File: src/rtl/dispsel_pkg.sv
// rtl/dispsel_pkg.sv - shared constants for the display-select receiver
package dispsel_pkg;

  localparam int CNT_W   = 8;
  localparam int FRAME_W = 4;

  typedef logic [1:0] mode_t;

  localparam mode_t MODE_0 = 2'b00;
  localparam mode_t MODE_1 = 2'b01;
  localparam mode_t MODE_2 = 2'b10;
  localparam mode_t MODE_3 = 2'b11;

  localparam logic [1:0] ST_IDLE = 2'd0;
  localparam logic [1:0] ST_QUAL = 2'd1;
  localparam logic [1:0] ST_PEND = 2'd2;
  localparam logic [1:0] ST_HOLD = 2'd3;

endpackage

File: src/rtl/dispsel_qual.sv
// rtl/dispsel_qual.sv - candidate register and saturating stability counter
module dispsel_qual
  import dispsel_pkg::*;
#(
  parameter int STABLE_CYCLES = 16
) (
  input  logic  CLK,
  input  logic  RST,
  input  mode_t d,
  output mode_t candidate,
  output logic  qualified,
  output logic  changed
);

  localparam logic [CNT_W-1:0] CNT_MAX = CNT_W'(STABLE_CYCLES - 1);

  mode_t            cand_q, cand_d;
  logic [CNT_W-1:0] cnt_q, cnt_d;

  always_comb begin
    cand_d = cand_q;
    cnt_d  = cnt_q;
    if (d != cand_q) begin
      cand_d = d;
      cnt_d  = '0;
    end else if (cnt_q != CNT_MAX) begin
      cnt_d = cnt_q + 8'd1;
    end
  end

  always_ff @(posedge CLK or posedge RST) begin
    if (RST) begin
      cand_q <= MODE_0;
      cnt_q  <= '0;
    end else begin
      cand_q <= cand_d;
      cnt_q  <= cnt_d;
    end
  end

  assign candidate = cand_q;
  assign qualified = (cnt_q == CNT_MAX);
  assign changed   = (d != cand_q);

endmodule

File: src/rtl/dispsel_rx.sv
// rtl/dispsel_rx.sv - debounces the display-select code and applies it at frame start
module dispsel_rx
  import dispsel_pkg::*;
#(
  parameter int STABLE_CYCLES = 16,
  parameter int HOLD_FRAMES   = 2
) (
  input  logic       CLK,
  input  logic       RST,
  input  logic [1:0] D_IN,
  input  logic       FRAME_START,
  output logic [1:0] MODE,
  output logic       MODE_VALID,
  output logic       MODE_CHG
);

  localparam logic [FRAME_W-1:0] HOLD_LAST = FRAME_W'(HOLD_FRAMES);

  mode_t              d_q, d_d;
  mode_t              mode_q, mode_d;
  logic               valid_q, valid_d;
  logic               chg_q, chg_d;
  logic [1:0]         state_q, state_d;
  logic [FRAME_W-1:0] fcnt_q, fcnt_d;

  mode_t candidate;
  logic  qualified;
  logic  changed;
  logic  differs;

  dispsel_qual #(
    .STABLE_CYCLES(STABLE_CYCLES)
  ) u_qual (
    .CLK      (CLK),
    .RST      (RST),
    .d        (d_q),
    .candidate(candidate),
    .qualified(qualified),
    .changed  (changed)
  );

  // Before the first apply every candidate counts as new, even one equal to MODE.
  assign differs = (candidate != mode_q) || !valid_q;

  always_comb begin
    d_d     = D_IN;
    mode_d  = mode_q;
    valid_d = valid_q;
    chg_d   = 1'b0;
    state_d = state_q;
    fcnt_d  = fcnt_q;
    case (state_q)
      ST_IDLE: begin
        if (differs) state_d = ST_QUAL;
      end
      ST_QUAL: begin
        if (qualified && !changed && differs) state_d = ST_PEND;
        else if (!differs)                    state_d = ST_IDLE;
      end
      ST_PEND: begin
        if (changed || !qualified) begin
          state_d = ST_QUAL;
        end else if (FRAME_START) begin
          mode_d  = candidate;
          valid_d = 1'b1;
          chg_d   = 1'b1;
          fcnt_d  = '0;
          state_d = (HOLD_FRAMES == 0) ? ST_IDLE : ST_HOLD;
        end
      end
      default: begin
        if (FRAME_START) begin
          fcnt_d = fcnt_q + 4'd1;
          if (fcnt_d == HOLD_LAST) state_d = (candidate == mode_q) ? ST_IDLE : ST_QUAL;
        end
      end
    endcase
  end

  always_ff @(posedge CLK or posedge RST) begin
    if (RST) begin
      d_q     <= MODE_0;
      mode_q  <= MODE_0;
      valid_q <= 1'b0;
      chg_q   <= 1'b0;
      state_q <= ST_QUAL;
      fcnt_q  <= '0;
    end else begin
      d_q     <= d_d;
      mode_q  <= mode_d;
      valid_q <= valid_d;
      chg_q   <= chg_d;
      state_q <= state_d;
      fcnt_q  <= fcnt_d;
    end
  end

  assign MODE       = mode_q;
  assign MODE_VALID = valid_q;
  assign MODE_CHG   = chg_q;

endmodule
File: config.mk
export PLATFORM = sky130hd
export DESIGN_NAME = dispsel_rx
export DESIGN_NICKNAME = d
export VERILOG_FILES = /design/src/rtl/dispsel_pkg.sv /design/src/rtl/dispsel_qual.sv /design/src/rtl/dispsel_rx.sv
export SDC_FILE = /design/constraint.sdc
export NUM_CORES = 1
export LEC_CHECK = 0
export ABC_AREA = 1
export CORE_MARGIN = 4
export CORE_UTILIZATION = 40
export CTS_BUF_LIST = sky130_fd_sc_hd__clkbuf_4 sky130_fd_sc_hd__clkbuf_8 sky130_fd_sc_hd__clkbuf_16
export DETAILED_ROUTE_END_ITERATION = 8
export PLACE_DENSITY_LB_ADDON = 0.12
export SLEW_MARGIN = 20
export SYNTH_ARGS = -nofsm -noshare
export SYNTH_HDL_FRONTEND = slang
export SYNTH_SLANG_ARGS = --single-unit
File: constraint.sdc
create_clock -name CLK -period 1.6 [get_ports CLK]
set_clock_uncertainty 0.05 [all_clocks]
set_input_delay 0.32 -clock CLK [delete_from_list [all_inputs] [get_ports CLK]]
set_output_delay 0.32 -clock CLK [all_outputs]
set_load 0.02 [all_outputs]
Word-level counts from Yosys, hierarchy flattened
Index checks and enable logic that the tools add are counted.

storage, ports and cells
  logic and storage cells = 57
  output and inout bits = 4
  flip-flop bits (word level) = 22

cells by class
  reduce and logical (&&, ||, !) cells = 15
  bitwise gates (word level) = 2
  add/subtract/negate cells = 2
  muxes and demuxes = 18
  equality and inequality tests = 12

operators by type and width
  kind                 count
  $mux 8               2
  $mux 2               7
  $mux 4               3
  $add 8x1->8 const B  1
  $eq 8x4->1 const B   1
  $ne 8x4->1 const B   1
  $pmux 4 s2           1
  $reduce_bool 4->1    2
  $ne 3x3->1 const B   2
  $pmux 2 s3           1
  $reduce_and 3->1     2
  $reduce_and 5->1     1
  $add 4x1->4 const B  1
  $eq 4x2->1 const B   1
  $mux 1               4
  $ne 2x2->1           2
  $ne 2x2->1 const B   2
  $logic_not 1->1      3
  $eq 2x1->1 const B   1
  $eq 2x2->1           1
  $eq 2x2->1 const B   1
  $logic_and 1x1->1    2
  $logic_not 2->1      1
  $logic_or 1x1->1     2
  3 further kinds      4

Depth between registers and ports, before layout
  depth in word-level cells = 6
  depth in mapped cells = 11
  gate-level depth less buffers = 11

By module
Synthesis repeated with hierarchy kept, for this count alone.

unflattened totals
  cells, all modules = 156
  area total of the unflattened synthesis = 1221.2 um2

modules (own cells, without submodules)
  module        times used  sequential area each (um2)  area an instance (um2)  cells each
  dispsel_rx    1           301.5                       668.1                   83
  dispsel_qual  1           250.2                       553.0                   73

Worst setup path before layout
OpenSTA, ideal clock, no wires.

  path kind = reg-to-reg
  start point = register u_qual.cnt_q[0]
  end point = register valid_q, in the netlist MODE_VALID
  slack = 0.168 ns
  stages on the path, launching flop included = 9
  clock period less this slack = 1.432 ns
  library setup time = 0.124 ns
  arrival = 1.258 ns
  buffers on the path = 0
  path through = dfrtp_1 > ha_1 > nand3_2 > nor2_4 > nand2_4 > nor2_4 > nand2_2 > inv_2 > or2_1

on the way
  longest elaborated chain between the ends = 5

ends and longest elaborated chain
  element                            line                text
  start, declared                    dispsel_qual.sv:18  logic [CNT_W-1:0] cnt_q, cnt_d;
  start signal, assigned             dispsel_qual.sv:37  cnt_q <= cnt_d;
  $eq 8x4->1                         dispsel_qual.sv:42  assign qualified = (cnt_q == CNT_MAX);
  $logic_not 1->1                    dispsel_rx.sv:61    if (changed || !qualified) begin
  $logic_or 1x1->1                   dispsel_rx.sv:61
  $not 1->1 (no source line)         --
  $reduce_and 3->1 (no source line)  --
  end signal, assigned               dispsel_rx.sv:91    valid_q <= valid_d;
  end, declared                      dispsel_rx.sv:21    logic valid_q, valid_d;

No other way between the ends.
A chain may end at the register's enable or synchronous reset.

Worst setup path in the final report
Same ends and word-level chain as after synthesis.

==> flow_metrics.py <==
metrics = {
    "route": {
        "detailroute.via_count": 894,
        "drt-pass1-iter-count": 4,
        "vias_per_cell": 4.81,
        "drt-wirelength-per-cell_um": 11.1,
        "ant_nets": 0,
        "drc": 0,
        "totalWireLength_um": 2070,
        "drt_iter0_markers": 24,
    },
    "pwr": {
        "pwr_density_cell_nw_per_um2": 690,
        "power.internal_mw": 0.719,
        "ir_worst_vdd_uv": 507,
        "netSwitchingFraction_pct": 24.2,
        "power_frac_comb_pct": 9.1,
        "static-leakage-power_nw": 0.713,
        "clock_power_share_pct": 30.0,
        "switching_power_mw": 0.230,
        "p_seq_share_pct": 60.9,
    },
    "die": {
        "boundaryPins": 9,
        "floorplan.die.width_um": 62.3,
        "core-area_sq_um": 2780,
        "die_outline_height_um": 62.3,
        "die_area_sq_um": 3890,
        "rows": 19,
        "initial_core_util_pct": 42.5,
    },
    "finish": {
        "drive_above_1_share_pct": 23.9,
        "fillerInstances": 269,
        "synthToLayoutAreaGrowth_pct": 16.4,
        "antenna_cell_count": 0,
        "multi_input_area_sq_um": 554,
        "final_common_cell": "nand2_1",
        "finalNetCount": 164,
        "most-common-layout-cells": "nand2_1 (31), dfrtp_1 (20), inv_1 (15)",
        "area.sequential_sq_um": 553,
        "layout.cells.non_filler": 186,
    },
    "sta": {
        "rsz0062_at_grt": "no",
        "report.final.setup_viol": 0,
        "final_hold_viol_count": 0,
        "post-route-min-period_ps": 1450,
        "timing.fmax_mhz": 691,
        "worst_slew_slack_as_a_fraction_of_its_limit_pct": 81.1,
        "fin_tns_setup_ps": 0,
        "finalMaxSlewViolations": 0,
        "layout_worst_path_cycle_share_pct": 90.4,
        "tightest_slew_ps": 281,
    },
    "grt": {
        "largest_net_degree_at_the_start_of_global_routing": 23,
        "total_grt_overflow": 0,
        "grt_pass1_vias": 923,
        "groute.usage.overall_pct": 12.3,
        "grt_first_pass_wirelength_um": 3970,
        "grt_antenna_before_repair": 0,
    },
    "clock_tree": {
        "clk_pin_slew_ps": 130,
        "sink_count": 22,
        "cts_max_path_buffers": 2,
        "tritoncts": "built",
        "htree_num_levels": 1,
        "numCtsBuffers": 3,
        "postCtsHoldBufs": 0,
        "clock_root_buffer": "clkbuf_4",
        "clk-insertion-delay-late_ps": 310,
    },
    "status": {
        "outcome": "finished, final reports clean",
    },
    "worst_setup_path": {
        "crit_fanout": 7,
        "slowest_delay_ps": 410,
        "cp.buffers_inverters": 1,
        "crit_cells": 8,
        "worst_setup_path_end_kind": "register",
        "slowest_stage_cell_on_the_critical_path": "dfrtp_1",
        "rr_endpoint": "MODE_VALID",
        "critical_path.top_delay_family": "simple AND/OR/NAND/NOR gates",
        "chain_of_cells_forming_the_critical_path": "ha_2, nand3_2, nor2_4, nand2_4, nor2_4, nand2_2, inv_2, or2_1",
        "reg2reg_slack_ps": 150,
        "crit_path_end": "MODE_VALID",
        "critical_path_arrival_ps": 1600,
        "startpoint_type": "register",
        "critPathKind": "reg -> reg",
        "r2r.worst_path.cells": 8,
        "cp_data_required_time_ps": 1750,
        "reg_to_reg_start": "u_qual.cnt_q[0]",
        "worstSetupStartpoint": "u_qual.cnt_q[0]",
        "critical_path.most_common_cell": "nor2_4",
    },
    "synthesis": {
        "post_synth_num_cell_types": 28,
        "syn-cell-area_sq_um": 1180,
        "synth_edf_count": 0,
        "synth.net_count": 147,
        "syn-mean-instance-area_sq_um": 8.50,
        "synthCells": 139,
        "ys.flop_type": "dfrtp_1",
        "synth.yosys.warnings": 0,
        "async_reset_ff_share_pct": 100,
        "synth_seq_cells": 22,
        "synth.yosys.seq_area_share_pct": 46.7,
    },
    "flow_run": {
        "count_of_max_cap_constraint_violations": 0,
    },
    "placed_design": {
        "gp_routability_congestion": 0.782,
        "placement.io_buffers": 8,
        "number_of_placed_instances_with_taps_included": 180,
        "place_hpwl_um": 1570,
    },
    "worst_hold_path": {
        "tightest_hold_check_type": "in -> async",
    },
}
## repair_timing
| action | in CTS | in global routing |
|---|---|---|
| setup buffers | 0 | 2 |
| setup endpoints to repair | 4 | 4 |
| pin swaps | 0 | 4 |
| resized for setup | 4 | 6 |
## cell families after synthesis
| logic type | synth area share, % |
|---|---|
| simple gates | 29.9 |
| buf+inv | 7.41 |
| flops | 46.7 |
| compound gates | 9.00 |
| xor+xnor | 2.97 |
| fa+ha+maj | 3.18 |
| mux | 0.847 |
## power by group through the flow
stage	clock network [mW]	logic [mW]	registers, mW
6_report	0.285	0.0859	0.578
3_3_place_gp	0	0.0818	0.588
4_1_cts	0.297	0.0850	0.578
5_1_grt	0.314	0.0977	0.580
2_1_floorplan	0	0.0550	0.587
3_5_place_dp	0	0.0850	0.589
## stage by stage
| stage | power (mW) | utilization, % | cell area [sq um] | hold slack, ps | worst slack, ps |
|---|---|---|---|---|---|
| finish | 0.948 | 49.4 | 1380 | 276 | 154 |
| global placement | 0.670 | 47.5 | 1320 | 346 | 83.7 |
| global route | 0.991 | 49.4 | 1380 | 301 | 2.29 |
| floorplan | 0.642 | - | 1180 | 258 | 168 |
| detailed placement | 0.674 | 47.5 | 1320 | 339 | 34.9 |
| CTS | 0.960 | 48.4 | 1350 | 282 | 80.9 |
## layout make-up
type                            instances  area share, %
Timing Repair Buffer                   14           8.74
Tap cell                               31           2.82
Clock buffer                            4           2.18
Sequential cell                        22           40.2
Inverter                               21           5.73
Multi-Input combinational cell         94           40.3
## Yosys cell counts, types with 2 or more instances
cell type	count	area, sq um
nor2_1	14	52.6
dfrtp_1	21	526
o21ai_1	5	25.0
inv_2	6	22.5
nand3_2	2	20.0
nand2_2	4	25.0
xor2_1	2	17.5
nand4_1	2	12.5
inv_1	15	56.3
nand3_1	4	20.0
o21ai_0	5	25.0
nor2_4	3	33.8
a21oi_1	4	20.0
xnor2_1	2	17.5
nand2_4	2	22.5
ha_1	3	37.5
nand2_1	34	128
## tightest hold or removal path, cell delays in order
cell             delay (ps)
clkdlybuf4s50_1         390
inv_1                    50
buf_4                   280
## state kept, by name (all words and copies together), names as in the netlist
register and flops:
MODE_CHG 1, MODE_VALID 1, MODE 2, state_q 2, u_qual.candidate 2, fcnt_q 4
d_q 2, u_qual.cnt_q 8
## metal layers
| layer | routed length (um) | track usage (%) | share of wire (%) |
|---|---|---|---|
| met1 | 1020 | 16.9 | 49 |
| met2 | 975 | 19.2 | 47 |
| met3 | 50 | 2.16 | 2.4 |
| met4 | 18 | 4.77 | 0.87 |
| met5 | 0 | 0 | 0 |
## worst min-delay path by stage
stage / end / depth (start not counted) / startpoint
final: u_qual.cnt_q[4] / 3 / RST
after detailed placement: u_qual.candidate[0] / 0 / d_q[0]
after global routing: u_qual.cnt_q[6] / 3 / RST
after floorplan: MODE[0] / 1 / RST
after global placement: u_qual.candidate[0] / 0 / d_q[0]
after CTS: u_qual.cnt_q[6] / 3 / RST
Power figures use the tool's default switching activity.
